`src/rtl/qkv_proj_sequencer_if.sv`:
```
// Bus between the attention controller / MAC datapath and the QKV sequencer.
// Carries the start/done handshake, the MAC issue strobes and addresses,
// and the result write strobes. Clock and reset are plain ports.
interface qkv_proj_sequencer_if #(
  parameter int L = 8,
  parameter int N = 1,
  parameter int E = 8
);
  localparam int XW = (L * N * E > 1) ? $clog2(L * N * E) : 1;
  localparam int WW = (E * E > 1) ? $clog2(E * E) : 1;

  logic          start;
  logic [2:0]    mat_en;
  logic          stall;
  logic          busy;
  logic          done;
  logic          mac_valid;
  logic          mac_first;
  logic          mac_last;
  logic [1:0]    w_sel;
  logic [XW-1:0] x_addr;
  logic [WW-1:0] w_addr;
  logic          wr_en;
  logic [1:0]    wr_sel;
  logic [XW-1:0] wr_addr;

  modport master (
    output start, mat_en, stall,
    input  busy, done, mac_valid, mac_first, mac_last, w_sel, x_addr, w_addr,
    input  wr_en, wr_sel, wr_addr
  );

  modport slave (
    input  start, mat_en, stall,
    output busy, done, mac_valid, mac_first, mac_last, w_sel, x_addr, w_addr,
    output wr_en, wr_sel, wr_addr
  );
endinterface

```
`src/rtl/qkv_proj_sequencer.sv`:
```
// QKV projection sequencer: walks (matrix, token, output dim, dot index),
// drives one shared MAC with x/weight addresses and first/last strobes, and
// delays each mac_last issue by MAC_LAT cycles to produce result writes.
module qkv_proj_sequencer #(
  parameter int L       = 8,
  parameter int N       = 1,
  parameter int E       = 8,
  parameter int MAC_LAT = 3
) (
  input logic clk,
  input logic rst,
  qkv_proj_sequencer_if.slave bus
);
  localparam int          LN  = L * N;
  localparam int          XW  = (LN * E > 1) ? $clog2(LN * E) : 1;
  localparam int          WW  = (E * E > 1) ? $clog2(E * E) : 1;
  localparam int          TW  = (LN > 1) ? $clog2(LN) : 1;
  localparam int          KW  = (E > 1) ? $clog2(E) : 1;
  localparam int unsigned LAT = MAC_LAT;

  typedef enum logic [1:0] {S_IDLE, S_ISSUE, S_DRAIN, S_DONE} state_t;

  state_t        state_q, state_d;
  logic [2:0]    en_q, en_d;
  logic [1:0]    mat_q, mat_d;
  logic [TW-1:0] tok_q, tok_d;
  logic [KW-1:0] d_q, d_d;
  logic [KW-1:0] k_q, k_d;

  logic          pv_q [LAT];
  logic [1:0]    ps_q [LAT];
  logic [XW-1:0] pa_q [LAT];

  logic          issuing, mac_valid, mac_last;
  logic          nxt_found, pending;
  logic [1:0]    nxt_mat, fst_mat;
  logic [XW-1:0] res_addr;

  assign issuing   = (state_q == S_ISSUE);
  assign mac_valid = issuing & ~bus.stall;
  assign mac_last  = mac_valid & (k_q == KW'(E - 1));
  assign res_addr  = XW'(tok_q) * XW'(E) + XW'(d_q);

  assign bus.busy      = (state_q != S_IDLE);
  assign bus.done      = (state_q == S_DONE);
  assign bus.mac_valid = mac_valid;
  assign bus.mac_first = mac_valid & (k_q == '0);
  assign bus.mac_last  = mac_last;
  assign bus.w_sel     = issuing ? mat_q : '0;
  assign bus.x_addr    = issuing ? XW'(tok_q) * XW'(E) + XW'(k_q) : '0;
  assign bus.w_addr    = issuing ? WW'(d_q) * WW'(E) + WW'(k_q) : '0;
  assign bus.wr_en     = pv_q[LAT-1];
  assign bus.wr_sel    = pv_q[LAT-1] ? ps_q[LAT-1] : '0;
  assign bus.wr_addr   = pv_q[LAT-1] ? pa_q[LAT-1] : '0;

  // State and loop counters.
  always_ff @(posedge clk) begin
    if (rst) begin
      state_q <= S_IDLE;
      en_q    <= '0;
      mat_q   <= '0;
      tok_q   <= '0;
      d_q     <= '0;
      k_q     <= '0;
    end else begin
      state_q <= state_d;
      en_q    <= en_d;
      mat_q   <= mat_d;
      tok_q   <= tok_d;
      d_q     <= d_d;
      k_q     <= k_d;
    end
  end

  // Result delay line: shifts every cycle, independent of stall.
  always_ff @(posedge clk) begin
    if (rst) begin
      for (int unsigned i = 0; i < LAT; i++) begin
        pv_q[i] <= 1'b0;
        ps_q[i] <= '0;
        pa_q[i] <= '0;
      end
    end else begin
      pv_q[0] <= mac_last;
      ps_q[0] <= mat_q;
      pa_q[0] <= res_addr;
      for (int unsigned i = 1; i < LAT; i++) begin
        pv_q[i] <= pv_q[i-1];
        ps_q[i] <= ps_q[i-1];
        pa_q[i] <= pa_q[i-1];
      end
    end
  end

  // Matrix selection and drain detection helpers.
  always_comb begin
    nxt_found = 1'b0;
    nxt_mat   = '0;
    fst_mat   = '0;
    pending   = 1'b0;
    for (int unsigned j = 0; j < 3; j++) begin
      if (!nxt_found && j > 32'(mat_q) && en_q[j]) begin
        nxt_found = 1'b1;
        nxt_mat   = 2'(j);
      end
    end
    for (int unsigned j = 3; j > 0; j--) begin
      if (bus.mat_en[j-1]) fst_mat = 2'(j - 1);
    end
    // Stages that will still hold a result after this cycle's shift.
    for (int unsigned i = 0; i + 1 < LAT; i++) begin
      pending = pending | pv_q[i];
    end
  end

  // Next-state and counter advance, k innermost, then d, tok, matrix.
  always_comb begin
    state_d = state_q;
    en_d    = en_q;
    mat_d   = mat_q;
    tok_d   = tok_q;
    d_d     = d_q;
    k_d     = k_q;
    unique case (state_q)
      S_IDLE: begin
        if (bus.start) begin
          en_d  = bus.mat_en;
          tok_d = '0;
          d_d   = '0;
          k_d   = '0;
          mat_d = fst_mat;
          // An empty mask still passes through DRAIN so done lands two cycles after start.
          state_d = (bus.mat_en == '0) ? S_DRAIN : S_ISSUE;
        end
      end
      S_ISSUE: begin
        if (!bus.stall) begin
          k_d = k_q + KW'(1);
          if (k_q == KW'(E - 1)) begin
            k_d = '0;
            d_d = d_q + KW'(1);
            if (d_q == KW'(E - 1)) begin
              d_d   = '0;
              tok_d = tok_q + TW'(1);
              if (tok_q == TW'(LN - 1)) begin
                tok_d = '0;
                if (nxt_found) mat_d = nxt_mat;
                else           state_d = S_DRAIN;
              end
            end
          end
        end
      end
      S_DRAIN: begin
        if (!pending) state_d = S_DONE;
      end
      S_DONE: begin
        state_d = S_IDLE;
      end
      default: state_d = S_IDLE;
    endcase
  end
endmodule

```
`src/flat_wrapper.sv`:
```
// flat-port wrapper written by rule: the top's interface ports become plain ports
module qkv_proj_sequencer_flat 
#(
  parameter int L       = 8,
  parameter int N       = 1,
  parameter int E       = 8,
  parameter int MAC_LAT = 3
)
  (clk, rst, bus_start, bus_mat_en, bus_stall, bus_busy, bus_done, bus_mac_valid, bus_mac_first, bus_mac_last, bus_w_sel, bus_x_addr, bus_w_addr, bus_wr_en, bus_wr_sel, bus_wr_addr);
  qkv_proj_sequencer_if #(.L(L), .N(N), .E(E)) bus_i ();
  input logic clk;
  input logic rst;
  input wire logic [$bits(bus_i.start)-1:0] bus_start;
  input wire logic [$bits(bus_i.mat_en)-1:0] bus_mat_en;
  input wire logic [$bits(bus_i.stall)-1:0] bus_stall;
  output wire logic [$bits(bus_i.busy)-1:0] bus_busy;
  output wire logic [$bits(bus_i.done)-1:0] bus_done;
  output wire logic [$bits(bus_i.mac_valid)-1:0] bus_mac_valid;
  output wire logic [$bits(bus_i.mac_first)-1:0] bus_mac_first;
  output wire logic [$bits(bus_i.mac_last)-1:0] bus_mac_last;
  output wire logic [$bits(bus_i.w_sel)-1:0] bus_w_sel;
  output wire logic [$bits(bus_i.x_addr)-1:0] bus_x_addr;
  output wire logic [$bits(bus_i.w_addr)-1:0] bus_w_addr;
  output wire logic [$bits(bus_i.wr_en)-1:0] bus_wr_en;
  output wire logic [$bits(bus_i.wr_sel)-1:0] bus_wr_sel;
  output wire logic [$bits(bus_i.wr_addr)-1:0] bus_wr_addr;
  assign bus_i.start = bus_start;
  assign bus_i.mat_en = bus_mat_en;
  assign bus_i.stall = bus_stall;
  assign bus_busy = bus_i.busy;
  assign bus_done = bus_i.done;
  assign bus_mac_valid = bus_i.mac_valid;
  assign bus_mac_first = bus_i.mac_first;
  assign bus_mac_last = bus_i.mac_last;
  assign bus_w_sel = bus_i.w_sel;
  assign bus_x_addr = bus_i.x_addr;
  assign bus_w_addr = bus_i.w_addr;
  assign bus_wr_en = bus_i.wr_en;
  assign bus_wr_sel = bus_i.wr_sel;
  assign bus_wr_addr = bus_i.wr_addr;
  qkv_proj_sequencer #(.L(L), .N(N), .E(E), .MAC_LAT(MAC_LAT)) u_core (.clk(clk), .rst(rst), .bus(bus_i));
endmodule
```
`config.mk`:
```
export PLATFORM = sky130hd
export DESIGN_NAME = qkv_proj_sequencer_flat
export DESIGN_NICKNAME = d
export VERILOG_FILES = /design/src/rtl/qkv_proj_sequencer_if.sv /design/src/rtl/qkv_proj_sequencer.sv /design/src/flat_wrapper.sv
export SDC_FILE = /design/constraint.sdc
export NUM_CORES = 1
export LEC_CHECK = 0
export CAP_MARGIN = 20
export CORE_MARGIN = 2
export CORE_UTILIZATION = 45
export CTS_BUF_LIST = sky130_fd_sc_hd__clkbuf_2 sky130_fd_sc_hd__clkbuf_4 sky130_fd_sc_hd__clkbuf_8
export CTS_CLUSTER_SIZE = 12
export DETAILED_ROUTE_END_ITERATION = 16
export GPL_TIMING_DRIVEN = 0
export PLACE_DENSITY_LB_ADDON = 0.15
export SLEW_MARGIN = 20
export SYNTH_ARGS = -nofsm -noshare
export SYNTH_HDL_FRONTEND = slang
export SYNTH_SLANG_ARGS = --single-unit
```
`constraint.sdc`:
```
create_clock -name clk -period 2.4 [get_ports clk]
set_input_delay 0.24 -clock clk [delete_from_list [all_inputs] [get_ports clk]]
set_output_delay 0.24 -clock clk [all_outputs]
set_load 0.03 [all_outputs]
```
# == Word level (Yosys, flattened, before mapping) ==
# Memories as Yosys holds them, arrays and structs flattened.
# Index checks and enable logic that the tools add are counted.
# word_totals
n_memories,3
output_inout_bits,28
wordCells,113
input_bits,7
ff_bits,16
mem_bits_rw,27
# classes
reduce_logical,15
n_eq_ne,14
bitwise,14
muxes,53
n_lt_le_gt_ge,2
add_sub_neg,6
# memory_table
memory,words,width,read_ports,rd_clocked_by_memory_dff,write_ports,line,rtl
u_core.pa_q,3,6,3,0,3,qkv_proj_sequencer.sv:32,logic [XW-1:0] pa_q [LAT];
u_core.ps_q,3,2,3,0,3,qkv_proj_sequencer.sv:31,logic [1:0] ps_q [LAT];
u_core.pv_q,3,1,3,0,3,qkv_proj_sequencer.sv:30,logic pv_q [LAT];
# op_table
operator,count
$mux W2,23
$mux W6,6
$mux W3,10
$add A6 B3 Y6,3
$pmux W3 S2,3
$ne A2 B2 Y1 const B,8
$reduce_and A7 Y1,2
$or A1 B1 Y1,10
$add A3 B1 Y3 const B,3
$eq A3 B3 Y1 const B,3
$mux W1,9
$pmux W2 S4,1
$logic_not A3 Y1,2
$reduce_and A5 Y1,1
$eq A2 B2 Y1 const B,2
$pmux W2 S2,1
$reduce_and A4 Y1,1
$reduce_bool A2 Y1,2
$and A1 B1 Y1,3
$logic_and A1 B1 Y1,3
$reduce_and A3 Y1,1
$eq A2 B1 Y1 const B,1
$gt A1 B2 Y1 const A,1
$gt A2 B2 Y1 const A,1
other kinds (4),4

# == Logic depth before layout (Yosys ltp) ==
# logic_depth
depth_word,13
mapped_depth,7
depth_no_buf,6

# == Least setup slack after synthesis ==
# OpenSTA, ideal clock, no wires.
# synth_timing
path_type,register to output
startpoint,reg u_core.state_q[1]
endpoint,out bus_x_addr[2]
path_stages_with_launch,8
arrival_time_ps,1830
path_slack_ps,330
n_path_buf,4
cell_sequence,dfxtp_1 > inv_1 > ha_1 > buf_2 > clkbuf_1 > clkbuf_1 > and2_1 > buf_4
# synth_between
elab_chain_len,2
# synth_rtl
item,line,rtl
start: declaration,qkv_proj_sequencer.sv:23,"state_t state_q, state_d;"
start signal: assignment,qkv_proj_sequencer.sv:66,state_q <= state_d;
$eq A2 B1 Y1,qkv_proj_sequencer.sv:39,assign issuing = (state_q == S_ISSUE);
$mux W6,qkv_proj_sequencer.sv:50,assign bus.x_addr = issuing ? XW'(tok_q) * XW'(E) + XW'(k_q) : '0;
end: declaration,flat_wrapper.sv:22,output wire logic [$bits(bus_i.x_addr)-1:0] bus_x_addr;
# No other way between the ends.

# == Final worst setup path ==
# layout_timing
startpoint,reg u_core.state_q[1]
endpoint,out bus_x_addr[0]
# The elaborated chain is that of the path after synthesis.

==> key figures <==
Status
  • Result of the run: finished, final reports clean

Hold path
  • Hold Path Class: flip-flop to flip-flop
  • Min-delay src: u_core.ps_q[0][0]
  • Worst Hold Endpoint: u_core.ps_q[0][2]
  • Hold Path Depth: 1

Critical path
  • Max FO, Critical Path: 10
  • FF-to-FF setup slack: 0.43 ns
  • Worst Path Arrival: 2.04 ns
  • WP data required: 2.16 ns
  • Crit start category: flip-flop
  • Worst r2r src: u_core.state_q[0]
  • Reg-to-reg endpoint: u_core.mat_q[1]
  • Worst R2R Path Depth: 6
  • Critical path type: flip-flop to primary output
  • Crit path capture type: primary output

Global routing
  • Largest net degree at the start of global routing: 15
  • Remaining global-route overflow: 0
  • Global-route wire length before repair: 6.02 mm
  • Vias in the first global route: 1406
  • All-layer global routing usage: 0.174
  • Initial antenna violation count: 0

Power
  • Peak VDD IR: 0.308 mV
  • Leakage: 1.03 nW
  • P per Cell Area: 808 nW/um^2
  • Final total power: 1.91 mW

Synthesis
  • Sequential area share after synthesis: 0.457
  • Yosys warns: 0
  • Cell Area, Synth: 1840 um^2
  • Syn avg cell area: 9.73 um^2
  • Number of enable flip-flop cells after synthesis: 0
  • Synth cell count leaders: dfxtp_1, nor2b_1, and2_1
  • Fraction of registers with async set/reset: 0
  • Cell variety after synth: 35
  • FF+latch count, synth: 42
  • Most area-consuming cells after synthesis: dfxtp_1, nor2b_1, ha_1
  • Area leader, netlist: dfxtp_1
  • Most common cell in the netlist: dfxtp_1
  • Main flop type after synthesis: dfxtp_1
  • Syn nets: 208
  • Cells after Synth: 189
  • Yosys top cell area share: 0.457

Layout
  • Fin nets: 249
  • Design area: 2370 um^2
  • Layout cell share with drive strength beyond 1: 0.108
  • Diodes inserted: 0
  • Syn-to-layout area delta: 28.8%

STA
  • Setup violators final: 0
  • Final hold vios: 0
  • Worst Tran Pin Value: 0.562 ns
  • Slew HR: 0.615
  • Tmin final: 2.28 ns
  • Fmax: 438 MHz
  • Crit share post-route: 0.950
  • Worst clock skew: 0.00589 ns
  • Final slew viol count: 0
  • Unrepaired setup endpoints after global routing: false

Routing
  • Vias per cell: 4.88
  • Drt pass-1 iters: 4
  • Routed wire length: 3.61 mm
  • ANT nets after route: 0
  • Via count: 1370
  • # DRC: 0
  • Drt wl/cell: 12.8 um
  • DR iter-0 viols: 45

Floorplanning
  • Die footprint: 4610 um^2
  • Rows: 23
  • Core area: 3970 um^2
  • Die Y-Extent: 67.9 um
  • Io pins: 35
  • Die width: 67.9 um
  • Initial core utilization: 0.463

Clocking
  • H-tree depth: 2
  • CTS tree: yes
  • Post-cts hold buffer count: 0
  • Clock Tree Buf Depth: 2
  • Clock net sink count: 42
  • Worst skew pair latency: 0.29 ns
  • Root Buffer: clkbuf_8
  • CTS Buf Count: 5
  • CTS clk-pin slew, worst paths: 0.08 ns

Place
  • Buffers on Ports: 34
  • Cell Area, Placed: 2240 um^2
  • DP HPWL: 2.64 mm
  • Routability-driven placement congestion ratio: 0.767

Flow run
  • # Max-Cap Violations: 0
[worst max-delay path by stage]
| stage | from | end |
|---|---|---|
| 2_1_floorplan | u_core.state_q[1] | bus_x_addr[2] |
| 3_3_place_gp | u_core.state_q[1] | bus_x_addr[0] |
| 3_5_place_dp | u_core.state_q[1] | bus_x_addr[0] |
| 4_1_cts | u_core.state_q[1] | bus_x_addr[0] |
| 5_1_grt | u_core.state_q[1] | bus_x_addr[0] |
| 6_report | u_core.state_q[1] | bus_x_addr[0] |
[registers in the layout, indices dropped and copies added, names as in the netlist]
signal,flops
u_core.pa_q,18
u_core.k_q,3
u_core.tok_q,3
u_core.mat_q,2
u_core.state_q,2
u_core.en_q,2
u_core.d_q,3
u_core.pv_q,3
u_core.ps_q,6
[what timing repair did]
action,CTS,global route
resized for setup,31,4
setup buffers,0,0
endpoints found under the setup margin,17,14
cloned,0,0
hold endpoints to repair,0,0
[power by group]
group | internal, mW | switching (mW)
logic | 0.245 | 0.322
registers | 0.750 | 0.0384
clock network | 0.312 | 0.246
total | 1.31 | 0.606
[worst max-delay path, cell delays in order (launching register included)]
cell             delay [ns]
dfxtp_2                0.34
inv_1                  0.10
ha_2                   0.22
buf_4                  0.19
buf_4                  0.19
clkbuf_8               0.17
and2_1                 0.15
buf_4                  0.11
clkdlybuf4s15_2        0.28
[logic make-up (layout without fill, tap and decap cells)]
kind of cell,after synthesis,after routing,share of synthesized area
AO/OA/AOI/OAI,23,23,0.0993
flip-flops,42,42,0.457
AND/OR/NAND/NOR,88,88,0.282
multiplexers,6,6,0.0340
adder cells (fa/ha/maj),12,12,0.0816
buffers and inverters,17,59,0.0415
XOR/XNOR,1,1,0.00476
[stage by stage]
stage	instances	hold WS, ns	setup slack (ns)	utilization	setup TNS (ns)
floorplan	189	0.319	0.330	-	0
global placement	273	0.417	-0.430	0.565	-4.53
detailed placement	273	0.421	-0.510	0.565	-5.47
CTS	281	0.440	0.0431	0.595	0
global route	281	0.457	0.00400	0.596	0
finish	281	0.439	0.119	0.596	0
[area by class of cell]
type	instances	area, um^2
tap	50	62.6
fill	349	1600
inverter	7	26.3
multi-input combinational	130	925
buffer	10	66.3
sequential	42	842
clock buffer	5	68.8
clock inverter	3	43.8
timing repair buffer	34	334
[layout by cell type (no fill, tap or decap), types with 2 or more instances in the layout]
cell type        synthesis  layout
a211o_1                  2       2
a21oi_1                 10      10
a21oi_2                  2       2
and2_1                  23      23
buf_4                    3       5
clkbuf_1                 5       3
clkbuf_8                 0       6
clkdlybuf4s15_1          0       3
clkdlybuf4s15_2          0       3
clkdlybuf4s50_1          0      17
dfxtp_1                 42      41
dlygate4sd2_1            0      10
ha_1                    12      11
inv_1                    7       7
mux2_1                   2       2
mux2i_1                  4       4
nand2_1                  7       7
nand2b_1                 4       4
nand3_1                  5       5
nand4_1                  2       2
nor2_1                   7       7
nor2b_1                 32      32
nor3b_1                  2       2
o21ai_0                  2       2
[routing by layer]
layer / track usage / vias up / wire (um)
met2: 0.312 / 34 / 1850
met4: 0.0800 / 0 / 17
met1: 0.189 / 631 / 1580
met5: 0 / - / 0
li1: - / 703 / -
met3: 0.0477 / 2 / 155
(Power assumes the default switching activity.)
